File: src/rtl/kbd_pkg.sv
// Shared definitions for the PS/2 keyboard port: bus addresses, status bits, frame FSM states.
package kbd_pkg;

  localparam logic [31:0] KBD_DATA_ADDR = 32'ha000_0000;
  localparam logic [31:0] KBD_STAT_ADDR = 32'ha000_0004;

  // Bit positions inside the KBD_STAT word
  localparam int ST_RDY  = 0;
  localparam int ST_OVF  = 1;
  localparam int ST_PERR = 2;
  localparam int ST_FERR = 3;

  typedef enum logic [1:0] {
    S_IDLE,
    S_DATA,
    S_PAR,
    S_STOP
  } frame_state_t;

endpackage

File: src/rtl/kbd_fifo.sv
// Scan-code queue: 8-bit synchronous FIFO, first-word-fall-through (dout shows the head).
module kbd_fifo #(
  parameter int AW = 3
) (
  input  logic       clock,
  input  logic       reset,
  input  logic       push,
  input  logic       pop,
  input  logic [7:0] din,
  output logic [7:0] dout,
  output logic       empty,
  output logic       full
);

  logic [7:0]    mem [2**AW];
  logic [AW-1:0] wptr, rptr;
  logic [AW:0]   count;
  logic          wr_en, rd_en;

  // Writes into a full queue and reads from an empty one are ignored here
  assign wr_en = push & ~full;
  assign rd_en = pop & ~empty;
  assign empty = (count == '0);
  assign full  = (count == (AW+1)'(2**AW));
  assign dout  = mem[rptr];

  // Pointer and occupancy update; pointers wrap naturally at 2^AW
  always_ff @(posedge clock) begin
    if (reset) begin
      wptr  <= '0;
      rptr  <= '0;
      count <= '0;
    end else begin
      if (wr_en) wptr <= wptr + 1'b1;
      if (rd_en) rptr <= rptr + 1'b1;
      count <= count + (AW+1)'(wr_en) - (AW+1)'(rd_en);
    end
  end

  // Storage is not reset; only the pointers define what is valid
  always_ff @(posedge clock) begin
    if (wr_en) mem[wptr] <= din;
  end

endmodule

File: src/rtl/ps2_kbd_port_ctrl.sv
// Memory-mapped PS/2 keyboard port: line conditioning, frame FSM with watchdog,
// scan-code FIFO and CPU bus decode with sticky error flags.
module ps2_kbd_port_ctrl
  import kbd_pkg::*;
#(
  parameter int FIFO_AW = 3,
  parameter int FILTER  = 4,
  parameter int TIMEOUT = 50000
) (
  input  logic        clock,
  input  logic        reset,
  input  logic        ps2_clk,
  input  logic        ps2_data,
  input  logic [31:0] a,
  input  logic        rd,
  output logic [31:0] dout,
  output logic        kbd_ready
);

  localparam int FCW = $clog2(FILTER + 1);
  localparam int WDW = $clog2(TIMEOUT + 1);

  // Index 0 = ps2_clk, index 1 = ps2_data
  logic [1:0]          s1, s2, acc;
  logic [1:0][FCW-1:0] fcnt;
  logic                fe;

  frame_state_t state;
  logic [2:0]   bitcnt;
  logic [7:0]   sr;
  logic         par_bit;
  logic [WDW-1:0] wdog;

  logic        stop_fe, par_ok, stop_ok, push, perr_set, ferr_set, ovf_set;
  logic        is_data, is_stat, pop, stat_clr;
  logic        perr, ferr, ovf;
  logic [7:0]  head;
  logic        empty, full;

  // Two-flop synchroniser plus a run-length filter; fe pulses for one cycle when
  // the accepted clock line falls, so the accepted data line is already settled
  always_ff @(posedge clock) begin
    if (reset) begin
      s1   <= '1;
      s2   <= '1;
      acc  <= '1;
      fcnt <= '0;
      fe   <= 1'b0;
    end else begin
      s1 <= {ps2_data, ps2_clk};
      s2 <= s1;
      fe <= 1'b0;
      for (int i = 0; i < 2; i++) begin
        if (s2[i] == acc[i]) begin
          fcnt[i] <= '0;
        end else if (fcnt[i] == FCW'(FILTER - 1)) begin
          acc[i]  <= s2[i];
          fcnt[i] <= '0;
          if (i == 0 && !s2[i]) fe <= 1'b1;
        end else begin
          fcnt[i] <= fcnt[i] + 1'b1;
        end
      end
    end
  end

  // Frame completion: push is taken on the same edge the STOP falling edge is seen
  always_comb begin
    stop_fe  = fe && (state == S_STOP);
    par_ok   = ^{sr, par_bit};
    stop_ok  = acc[1];
    push     = stop_fe & par_ok & stop_ok;
    perr_set = stop_fe & ~par_ok;
    ferr_set = stop_fe & ~stop_ok;
    ovf_set  = push & full;
  end

  // Frame FSM with watchdog; a stalled partial frame is silently discarded
  always_ff @(posedge clock) begin
    if (reset) begin
      state   <= S_IDLE;
      bitcnt  <= '0;
      sr      <= '0;
      par_bit <= 1'b0;
      wdog    <= '0;
    end else begin
      if (state == S_IDLE || fe) wdog <= '0;
      else                       wdog <= wdog + 1'b1;

      if (fe) begin
        case (state)
          S_IDLE: if (!acc[1]) begin
            state  <= S_DATA;
            bitcnt <= '0;
          end
          S_DATA: begin
            sr     <= {acc[1], sr[7:1]};
            bitcnt <= bitcnt + 1'b1;
            if (bitcnt == 3'd7) state <= S_PAR;
          end
          S_PAR:  begin
            par_bit <= acc[1];
            state   <= S_STOP;
          end
          default: state <= S_IDLE;
        endcase
      end else if (state != S_IDLE && wdog == WDW'(TIMEOUT - 1)) begin
        state <= S_IDLE;
      end
    end
  end

  // Bus decode; a data read on an empty queue has no effect
  always_comb begin
    is_data  = (a == KBD_DATA_ADDR);
    is_stat  = (a == KBD_STAT_ADDR);
    pop      = rd & is_data & ~empty;
    stat_clr = rd & is_stat;
  end

  // Sticky error flags; a set in the clearing cycle survives
  always_ff @(posedge clock) begin
    if (reset) begin
      perr <= 1'b0;
      ferr <= 1'b0;
      ovf  <= 1'b0;
    end else begin
      perr <= perr_set | (perr & ~stat_clr);
      ferr <= ferr_set | (ferr & ~stat_clr);
      ovf  <= ovf_set  | (ovf  & ~stat_clr);
    end
  end

  kbd_fifo #(.AW(FIFO_AW)) u_fifo (
    .clock (clock),
    .reset (reset),
    .push  (push),
    .pop   (pop),
    .din   (sr),
    .dout  (head),
    .empty (empty),
    .full  (full)
  );

  // Read mux; bit 31 doubles as the valid flag for the polling loop
  always_comb begin
    dout = '0;
    if (is_data && !empty) begin
      dout = {1'b1, 23'b0, head};
    end else if (is_stat) begin
      dout[ST_RDY]  = ~empty;
      dout[ST_OVF]  = ovf;
      dout[ST_PERR] = perr;
      dout[ST_FERR] = ferr;
    end
  end

  assign kbd_ready = ~empty;

endmodule

File: config.mk
export PLATFORM = sky130hd
export DESIGN_NAME = ps2_kbd_port_ctrl
export DESIGN_NICKNAME = d
export VERILOG_FILES = /design/src/rtl/kbd_pkg.sv /design/src/rtl/kbd_fifo.sv /design/src/rtl/ps2_kbd_port_ctrl.sv
export SDC_FILE = /design/constraint.sdc
export NUM_CORES = 1
export LEC_CHECK = 0
export ABC_CLOCK_PERIOD_IN_PS = 6600
export CORE_MARGIN = 1.5
export CORE_UTILIZATION = 55
export DETAILED_ROUTE_END_ITERATION = 7
export GPL_TIMING_DRIVEN = 0
export PLACE_DENSITY = 0.79
export SYNTH_ARGS = -nofsm -noshare
export SYNTH_HDL_FRONTEND = slang
export SYNTH_HIERARCHICAL = 1
export SYNTH_SLANG_ARGS = --single-unit
File: constraint.sdc
create_clock -name clock -period 6.6 [get_ports clock]
set_input_delay 1.98 -clock clock [delete_from_list [all_inputs] [get_ports clock]]
set_output_delay 1.98 -clock clock [all_outputs]
set_load 0.01 [all_outputs]
* Yosys cells after proc, flatten, opt, wreduce, memory -nomap -nowiden
Memories as Yosys holds them, arrays and structs flattened. A register that Yosys moved wholly into a read port is not among the register bits. Cells that the tools add are included. Widths: inputs -> output; s select.
Storage, ports and cells: memories 1, input bits 37, register bits 56, RAM bits 64, output and inout port bits 33, ROM bits 0, latch bits 0
Memory list:
- u_fifo.mem | words 8, width 8, rd ports 1, clocked after memory_dff 1, write ports 1, line kbd_fifo.sv:15 | logic [7:0] mem [2**AW];
Cells by class: divide/modulo/power cells 0, reductions and logical operators 21, $lt $le $gt $ge 0, add/subtract/negate cells 8, bitwise operators 24, eq/ne operators 15, muxes and demuxes 15, multipliers 0, shift operators 0
Operator list (number):
- $eq 32x32->1 const B | 2
- $mux 28 | 1
- $add 16x1->16 const B | 1
- $eq 16x16->1 const B | 1
- $add 3x1->3 const B | 5
- $and 1x1->1 | 13
- $mux 3 | 3
- $reduce_or 3->1 | 3
- $reduce_xor 9->1 | 1
- $mux 2 | 4
- $mux 4 | 2
- $not 1->1 | 8
- $reduce_and 2->1 | 4
- $eq 3x2->1 const B | 2
- $ne 3x3->1 const B | 2
- $pmux 2 s3 | 1
- $pmux 3 s2 | 1
- $reduce_and 3->1 | 2
- $reduce_bool 2->1 | 3
- $add 4x1->4 | 1
- $eq 2x2->1 const B | 2
- $eq 4x4->1 const B | 1
- $logic_not 4->1 | 1
- $sub 4x1->4 | 1
- 11 further kinds | 18

* Depth between registers and ports, before layout
Gate-level depths: netlist of the first run.
depth in word-level cells 7, gate-level depth with buffers 13, depth with buffers taken out 12

* By module
The synthesis of the first run kept the hierarchy.
Modules (own cells, without submodules):
- kbd_fifo | area an instance 3180.6 um^2, cells an instance 174, instances 1
- ps2_kbd_port_ctrl | area an instance 2349.8 um^2, cells an instance 266, instances 1

* Worst setup path before layout of the first run
No wires, ideal clock.
kind input port to output port, start point input a[5], end point output dout[1], cell stages on the path 4, buffers on the path 0, data required time 4620 ps, data arrival time 3151 ps, path slack 1469 ps, cells stage by stage nor4_2 -> nand4_2 -> nor4_4 -> a22o_1
On the way: longest elaborated chain between the ends 3
RTL lines:
- start, declared | line ps2_kbd_port_ctrl.sv:14 | input logic [31:0] a,
- $eq 32x32->1, on equally long branches | line ps2_kbd_port_ctrl.sv:116, ps2_kbd_port_ctrl.sv:115
- $mux 4 / $logic_and 1x1->1 (equally long branches) | line ps2_kbd_port_ctrl.sv:150, ps2_kbd_port_ctrl.sv:148
- $mux 4 (*) | line ps2_kbd_port_ctrl.sv:148 | if (is_data && !empty) begin
- end, declared | line ps2_kbd_port_ctrl.sv:16 | output logic [31:0] dout,
Every way passes the cells marked *; elsewhere a longest branch is shown, timed or not.

* Final worst setup path of the first run
start point input a[1], end point output dout[2]
The elaborated chain is that of the path after synthesis.

==> results of run 1 <==
## through the flow
stage	hold slack [ps]	utilization (%)	setup WS [ps]	instance area, sq um	total power [uW]
after global routing	414	69.9	33.0	6830	1750
after global placement	396	63.8	286	6240	864
after floorplan	389	-	1470	5610	838
after CTS	409	69.8	189	6820	1720
final	409	69.9	266	6830	1700
after detailed placement	395	64.1	211	6260	865
## final timing paths
kind	slack, ps	endpoint	depth (start not counted)	start
setup / recovery	270	dout[2]	6	a[1]
hold / removal	410	s2[1]	1	s1[1]
setup reg to reg	3130	u_fifo/count[2]	13	u_fifo/count[2]
hold reg to reg	410	s2[1]	1	s1[1]
## area by class of cell
class,count,area [sq um],area share [%]
inverter,18,67.6,0.989
clock inverter,15,141,2.07
multi-input combinational,283,2210,32.3
sequential,123,3100,45.4
buffer,38,256,3.75
tap,133,166,2.44
timing repair buffer,48,475,6.96
clock buffer,17,414,6.06
## logic make-up after synthesis
family / after synthesis
mux: 29
xor+xnor: 22
fa+ha+maj: 20
simple gates: 144
buf+inv: 56
other cells: 1
flops: 123
compound gates: 45
## power by group through the flow
stage,sequential (uW),clock [uW],combinational (uW)
after floorplan,815,0,23.6
after global placement,815,0,48.8
after detailed placement,815,0,49.7
after CTS,799,869,49.7
after global routing,798,900,54.8
final,799,856,50.0
## sequential cells by signal, indices dropped and copies added, names as in the netlist, named ones only
| register | cells |
|---|---|
| acc | 2 |
| bitcnt | 3 |
| fcnt | 6 |
| fe | 1 |
| ferr | 1 |
| ovf | 1 |
| par_bit | 1 |
| perr | 1 |
| s1 | 2 |
| s2 | 2 |
| sr | 8 |
| state | 2 |
| u_fifo/count | 4 |
| u_fifo/mem | 64 |
| u_fifo/rptr | 3 |
| u_fifo/wptr | 3 |
| wdog | 16 |
## cell usage in the layout (no fill, tap or decap), types with 12 or more instances in the layout
| master | netlist | layout |
|---|---|---|
| xnor2_1 | 12 | 12 |
| conb_1 | 1 | 23 |
| clkbuf_16 | 0 | 16 |
| clkdlybuf4s50_1 | 0 | 46 |
| a21oi_1 | 22 | 22 |
| nand3_1 | 19 | 19 |
| nand2_1 | 24 | 24 |
| edfxtp_1 | 64 | 64 |
| mux4_1 | 15 | 15 |
| buf_4 | 23 | 25 |
| ha_1 | 19 | 19 |
| nor2_1 | 38 | 38 |
| inv_1 | 18 | 18 |
| dfxtp_1 | 59 | 59 |
## routing by layer
layer	global-route usage (%)	vias to the layer above	part of all wire (%)
met2	40.6	100	52
met4	8.63	0	1.8
met5	0	-	0
met1	23.7	1702	40
met3	6.79	20	6.0
li1	-	1734	-
==> run_results.csv, run 1 <==
group,metric,value,unit
power,p_sw_share,21.8,%
synth,synth_mux_area_share,10.1,%
global_routing,grt_pass1_vias,3623,
power,clkPwrFrac,50.2,%
global_routing,grt_max_degree,17,
run_status,status,"finished, final reports clean",
place,port_buffers,46,
power,p_seq_share,46.8,%
global_routing,antenna_found_initial,0,
synth,synth_area_leaders,"edfxtp_1 35%, dfxtp_1 21%, mux4_1 7.1%",
worst_setup_path,crit_required,4620,ps
detailed_routing,detail_route.iter0.violations,155,
place,gp_congestion,0.750,
worst_setup_path,worstPathMaxFanout,9,
detailed_routing,vias,3556,
floorplanning,num_rows,36,
detailed_routing,wl,11.0,mm
timing,finalHoldViolCount,0,
timing,max_slew_margin,33.3,%
synth,synth-seq-cells,123,
detailed_routing,postRouteAntennaNets,0,
place,dp.cells,642,
clock_tree,cts_tree,"built",
timing,fin_crit,6330,ps
worst_setup_path,crit_buf_inv,2,
power,peakVddDrop,0.000194,V
timing,period_share,96.0,%
worst_setup_path,cp_cell_sequence,"clkdlybuf4s50_1 -> nor4_2 -> nand4_2 -> nor4_4 -> a22o_1 -> clkdlybuf4s50_1",
detailed_routing,wl_per_cell,16.2,microns
floorplanning,die_h,103,microns
hold_path,hp-class,"reg2reg",
synth,synthFlopType,"edfxtp_1",
floorplanning,die_x,103,microns
synth,synthesis.area,5530,sq um
global_routing,track_usage,22.1,%
cells_and_area,syn2layout_area_growth,23.5,%
clock_tree,cts-resized-gates,0,
worst_setup_path,cp.arrival,4350,ps
cells_and_area,fillerInstances,692,
power,power.density,250,nW/um^2
synth,synthTopCellsByCount,"64 x edfxtp_1, 59 x dfxtp_1, 38 x nor2_1",
synth,avgSynthCellArea,12.6,sq um
synth,synth_edf_count,64,
synth,async_flop_share,0,%
clock_tree,clk-insertion-delay-late,520,ps
synth,syn_inst,440,
clock_tree,h-tree-depth,4,
cells_and_area,antennaDiodeCount,0,
synth,seq_area_frac_synth,56.1,%
clock_tree,cts_buffers,17,
timing,finClkSkew,9.82,ps
clock_tree,cts_root_buf,"clkbuf_8",
timing,setup_tns,0,ps
floorplanning,die_area,10700,sq um
synth,synth_top_cell_by_area,"edfxtp_1",
clock_tree,cts_sinks,123,
synth,synth-adder-area-share,4.66,%
timing,tightest_slew,999,ps
cells_and_area,nets,586,
cells_and_area,layout.cells.non_filler,675,
worst_setup_path,critPathTopFamily,"simple AND/OR/NAND/NOR gates",
synth,yosysWarnings,6,
clock_tree,cts_setup_buffers,0,
timing,slew_viol_final,0,
synth,yosys.cell_count.top_type,"edfxtp_1",
synth,synthSimpleGateAreaFrac,14.3,%
worst_setup_path,slowest_delay,590,ps
detailed_routing,drc,0,
cells_and_area,drive_gt1_share,17.5,%
power,p_int,1330,uW
synth,synth-compound-area-share,5.11,%
synth,ys_types,54,
clock_tree,hold_buffers,0,
floorplanning,core_area,9770,sq um
global_routing,gr-total-overflow,0,
synth,yosysTopAreaCellShare,34.8,%
worst_setup_path,cp-end-kind,"output pin",
clock_tree,clockBufferDepth,2,
floorplanning,io_pins,70,
place,hpwlAfterDp,7.28,mm
detailed_routing,dr.pass1.iters,4,
timing,max_clock_freq,158,MHz
run,max_cap_violations,0,
power,leakage,0.00246,uW
worst_setup_path,crit_type,"in2out",
timing,grt_setup_unrepaired,"false",
global_routing,grt_pass1_wl,17.1,mm
floorplanning,start_util,56.6,%
power,p_sw,371,uW
clock_tree,clk_pin_slew,60,ps
power,combPwrFrac,2.9,%
timing,setup_viol,0,
worst_setup_path,crit_path_frequent_cell,"clkdlybuf4s50_1",
synth,synth_xor_xnor_area_share,3.73,%
detailed_routing,viasPerCell,5.27,
worst_setup_path,start_kind,"input pin",
worst_setup_path,slowest_stage,"nor4_4",
synth,synth_top_family_by_area,"simple AND/OR/NAND/NOR gates",
Power figures use the tool's default switching activity.
==> run 2: changes to the inputs <==
SETUP_SLACK_MARGIN = 0.05   (was default)
==> run_results.csv, run 2 (synthesis results as in run 1) <==
group,metric,value,unit
place,gp_congestion,0.750,
clock_tree,cts_sinks,123,
floorplanning,die_h,103,microns
detailed_routing,vias,3605,
run_status,status,"finished, final reports clean",
worst_setup_path,start_kind,"input pin",
clock_tree,cts_setup_buffers,0,
timing,grt_setup_unrepaired,"false",
timing,finalHoldViolCount,0,
floorplanning,io_pins,70,
clock_tree,cts-resized-gates,0,
place,port_buffers,46,
worst_setup_path,cp-end-kind,"output pin",
timing,finClkSkew,9.45,ps
detailed_routing,drc,0,
timing,tightest_slew,1010,ps
place,hpwlAfterDp,7.28,mm
floorplanning,die_area,10700,sq um
floorplanning,die_x,103,microns
place,pre_cts_ws,211,ps
timing,max_slew_margin,32.8,%
worst_setup_path,slowest_stage,"clkdlybuf4s50_1",
detailed_routing,postRouteAntennaNets,0,
power,leakage,0.00248,uW
cells_and_area,syn2layout_area_growth,23.8,%
cells_and_area,fillerInstances,688,
global_routing,track_usage,22.1,%
cells_and_area,top_register,"u_fifo/mem",
clock_tree,cts_root_buf,"clkbuf_8",
timing,slew_viol_final,0,
clock_tree,hold_buffers,0,
clock_tree,clockBufferDepth,2,
detailed_routing,wl_per_cell,16.2,microns
cells_and_area,nets,588,
cells_and_area,fin_util,70.0,%
cells_and_area,reg_top3,"u_fifo/mem: 64 flops, wdog: 16 flops, sr: 8 flops",
timing,final.setup.worst_slack,397,ps
global_routing,grt_max_degree,17,
run,max_cap_violations,0,
place,postPlaceCellArea,6260,sq um
timing,setup_tns,0,ps
cells_and_area,drive_gt1_share,17.8,%
timing,period_share,94.0,%
global_routing,grt_pass1_wl,17.1,mm
worst_setup_path,worstPathMaxFanout,6,
cells_and_area,antennaDiodeCount,0,
floorplanning,num_rows,36,
clock_tree,cts_buffers,17,
detailed_routing,detail_route.iter0.violations,183,
power,peakVddDrop,0.000193,V
floorplanning,start_util,56.6,%
worst_setup_path,crit_type,"in2out",
worst_setup_path,slowest_delay,540,ps
detailed_routing,wl,11.0,mm
clock_tree,clk_pin_slew,60,ps
detailed_routing,dr.pass1.iters,4,
worst_setup_path,cp_cell_sequence,"clkdlybuf4s50_1 -> nor4_1 -> nand4_1 -> nor4_4 -> buf_4 -> a22o_1 -> clkdlybuf4s50_1",
detailed_routing,viasPerCell,5.32,
cells_and_area,largest_reg_flops,64,
cells_and_area,fin_area,6850,sq um
worst_setup_path,crit_required,4620,ps
global_routing,gr-total-overflow,0,
cells_and_area,mostFrequentLayoutCells,"64 x edfxtp_1, 59 x dfxtp_1, 46 x clkdlybuf4s50_1, 38 x nor2_1, 27 x buf_4",
clock_tree,h-tree-depth,4,
clock_tree,clk-insertion-delay-late,520,ps
timing,setup_viol,0,
clock_tree,cts_tree,"built",
power,power,1700,uW
worst_setup_path,crit_path_frequent_cell,"clkdlybuf4s50_1",
timing,max_clock_freq,161,MHz
global_routing,grt_pass1_vias,3623,
timing,fin_crit,6200,ps
power,power.density,249,nW/um^2
worst_setup_path,cp.arrival,4220,ps
global_routing,antenna_found_initial,0,
hold_path,hp-class,"reg2reg",
cells_and_area,final_common_cell,"edfxtp_1",
floorplanning,core_area,9770,sq um
[run 2: changes by cell type in the layout (fill, tap and decap cells not counted)]
cell	before	now
buf_4	25	27
[run 2: critical path: cells and delay by family]
family,cells,cell delay [ps]
buffers and inverters,3,1160
AND/OR/NAND/NOR,3,910
AO/OA/AOI/OAI,1,170
[run 2: final cells by class]
cell class / instances / area (sq um) / share of cell area (%)
multi-input cells: 283 / 2210 / 32.2
inverters: 18 / 67.6 / 0.987
flip-flops and latches: 123 / 3100 / 45.3
repair buffers: 50 / 490 / 7.16
clock buffers: 17 / 414 / 6.05
plain buffers: 38 / 256 / 3.75
well taps: 133 / 166 / 2.43
clock inverters: 15 / 141 / 2.07
[run 2: final timing paths]
check             cells past startpoint            start         endpoint  slack, ps
setup / recovery                      7            a[21]          dout[3]        400
hold / removal                        1            s1[1]            s2[1]        410
setup reg to reg                     14  u_fifo/count[2]  u_fifo/count[2]       3120
hold reg to reg                       1            s1[1]            s2[1]        410
[run 2: where the power goes]
group	total [uW]	internal (uW)	leakage, uW	switching [uW]
combinational	50.1	31.3	0.00115	18.8
clock	856	505	0.000261	352
sequential	799	798	0.00107	0.690
[run 2: per-stage QoR]
stage / instances / hold slack [ps]
CTS: 674 / 409
global placement: 641 / 396
finish: 677 / 409
floorplan: 462 / 389
detailed placement: 642 / 395
global route: 677 / 414
[run 2: per-layer routing]
metal | vias to the layer above | track usage [%] | wire length (microns)
met5 | - | 0 | 0
met4 | 0 | 8.63 | 153
met3 | 15 | 6.79 | 792
met2 | 130 | 40.6 | 5710
met1 | 1722 | 23.7 | 4350
li1 | 1738 | - | -
==> run 3: changes to the inputs <==
ABC_AREA = 0   (was default)
CAP_MARGIN = 5   (was default)
==> run_results.csv, run 3 (synthesis results as in run 1) <==
group,metric,value,unit
timing,setup_viol,0,
place,gp_congestion,0.750,
global_routing,grt_pass1_vias,3585,
run,max_cap_violations,0,
worst_setup_path,crit_type,"in2out",
timing,slew_viol_final,0,
floorplanning,core_area,9770,sq um
place,port_buffers,46,
timing,fin_crit,6210,ps
cells_and_area,largest_reg_flops,64,
cells_and_area,antennaDiodeCount,0,
cells_and_area,reg_top3,"u_fifo/mem: 64 flops, wdog: 16 flops, sr: 8 flops",
clock_tree,hold_buffers,0,
worst_setup_path,crit_required,4620,ps
global_routing,track_usage,22.3,%
cells_and_area,top_register,"u_fifo/mem",
clock_tree,cts_root_buf,"clkbuf_8",
worst_setup_path,cp.arrival,4230,ps
detailed_routing,vias,3582,
clock_tree,cts_buffers,17,
timing,period_share,94.1,%
worst_setup_path,start_kind,"input pin",
hold_path,hp-class,"reg2reg",
timing,finClkSkew,9.63,ps
detailed_routing,drc,0,
floorplanning,io_pins,70,
power,power,1730,uW
global_routing,grt_max_degree,17,
floorplanning,start_util,56.6,%
detailed_routing,viasPerCell,5.28,
detailed_routing,wl,10.9,mm
timing,setup_tns,0,ps
cells_and_area,nets,589,
detailed_routing,detail_route.iter0.violations,176,
power,peakVddDrop,0.000208,V
worst_setup_path,timing.rr.start,"u_fifo/count[2]",
clock_tree,h-tree-depth,4,
place,hpwlAfterDp,7.33,mm
detailed_routing,wl_per_cell,16.0,microns
run_status,status,"finished, final reports clean",
timing,finalHoldViolCount,0,
timing,grt_setup_unrepaired,"false",
clock_tree,clk_pin_slew,60,ps
cells_and_area,mostFrequentLayoutCells,"64 x edfxtp_1, 59 x dfxtp_1, 46 x clkdlybuf4s50_1, 38 x nor2_1, 27 x buf_4",
clock_tree,cts_tree,"built",
cells_and_area,syn2layout_area_growth,24.2,%
floorplanning,die_area,10700,sq um
global_routing,gr-total-overflow,0,
floorplanning,num_rows,36,
timing,max_clock_freq,161,MHz
clock_tree,clockBufferDepth,2,
global_routing,antenna_found_initial,0,
floorplanning,die_h,103,microns
clock_tree,cts_sinks,123,
worst_setup_path,worstPathMaxFanout,4,
hold_path,min_from,"s1[1]",
worst_setup_path,cp-end-kind,"output pin",
detailed_routing,postRouteAntennaNets,0,
timing,max_slew_margin,34.2,%
cells_and_area,drive_gt1_share,18.2,%
timing,tightest_slew,985,ps
power,leakage,0.00249,uW
clock_tree,clk-insertion-delay-late,520,ps
global_routing,grt_pass1_wl,17.1,mm
worst_setup_path,startpoint,"a[21]",
power,power.density,252,nW/um^2
cells_and_area,final_common_cell,"edfxtp_1",
floorplanning,die_x,103,microns
detailed_routing,dr.pass1.iters,5,
run 3: cell count changes in the layout (fill, tap and decap cells not counted), sizes merged:
cell	previous run	this run
clkinvlp	4	2
inv	23	24
clkinv	5	6
buf	34	35
run 3: critical path: stages:
cell	delay, ps
clkdlybuf4s50_1	430
nor4_1	290
nand4_1	310
nor4_4	310
buf_4	190
a22o_1	150
clkdlybuf4s50_1	570
run 3: metrics by stage:
stage,instances,cell area [sq um],utilization (%),worst slack (ps),hold WS (ps)
after CTS,675,6840,70.0,171,409
after detailed placement,643,6270,64.1,206,395
after floorplan,462,5610,-,1470,389
after global placement,641,6240,63.8,286,396
after global routing,678,6870,70.3,259,415
final,678,6870,70.3,389,409
run 3: area by class of cell:
cell class | instances | area, sq um
timing repair buffer | 51 | 495
tap | 133 | 166
clock buffer | 17 | 414
fill | 685 | 2910
multi-input combinational | 283 | 2210
buffer | 38 | 256
sequential | 123 | 3100
inverter | 18 | 67.6
clock inverter | 15 | 158
run 3: what timing repair did:
item	in CTS	in global routing
buffers inserted	0	3
setup endpoints to repair	0	2
resized for setup	0	0
run 3: worst paths after layout:
kind	endpoint	slack (ps)	depth (start not counted)
worst min register to register	s2[1]	410	1
worst max register to register	u_fifo/count[2]	3150	15
worst min-delay path	s2[1]	410	1
worst max-delay path	dout[2]	390	7
run 3: layer usage:
metal / vias to the layer above / global-route usage [%] / part of all wire, %
li1: 1749 / - / -
met1: 1736 / 23.9 / 40
met2: 85 / 41.5 / 54
met3: 12 / 5.78 / 5.2
met4: 0 / 9.25 / 1.4
met5: - / 0 / 0
run 3: power breakdown:
part	internal, uW	switching [uW]
clock network	513	366
logic	31.3	18.9
registers	798	0.678
total	1340	385
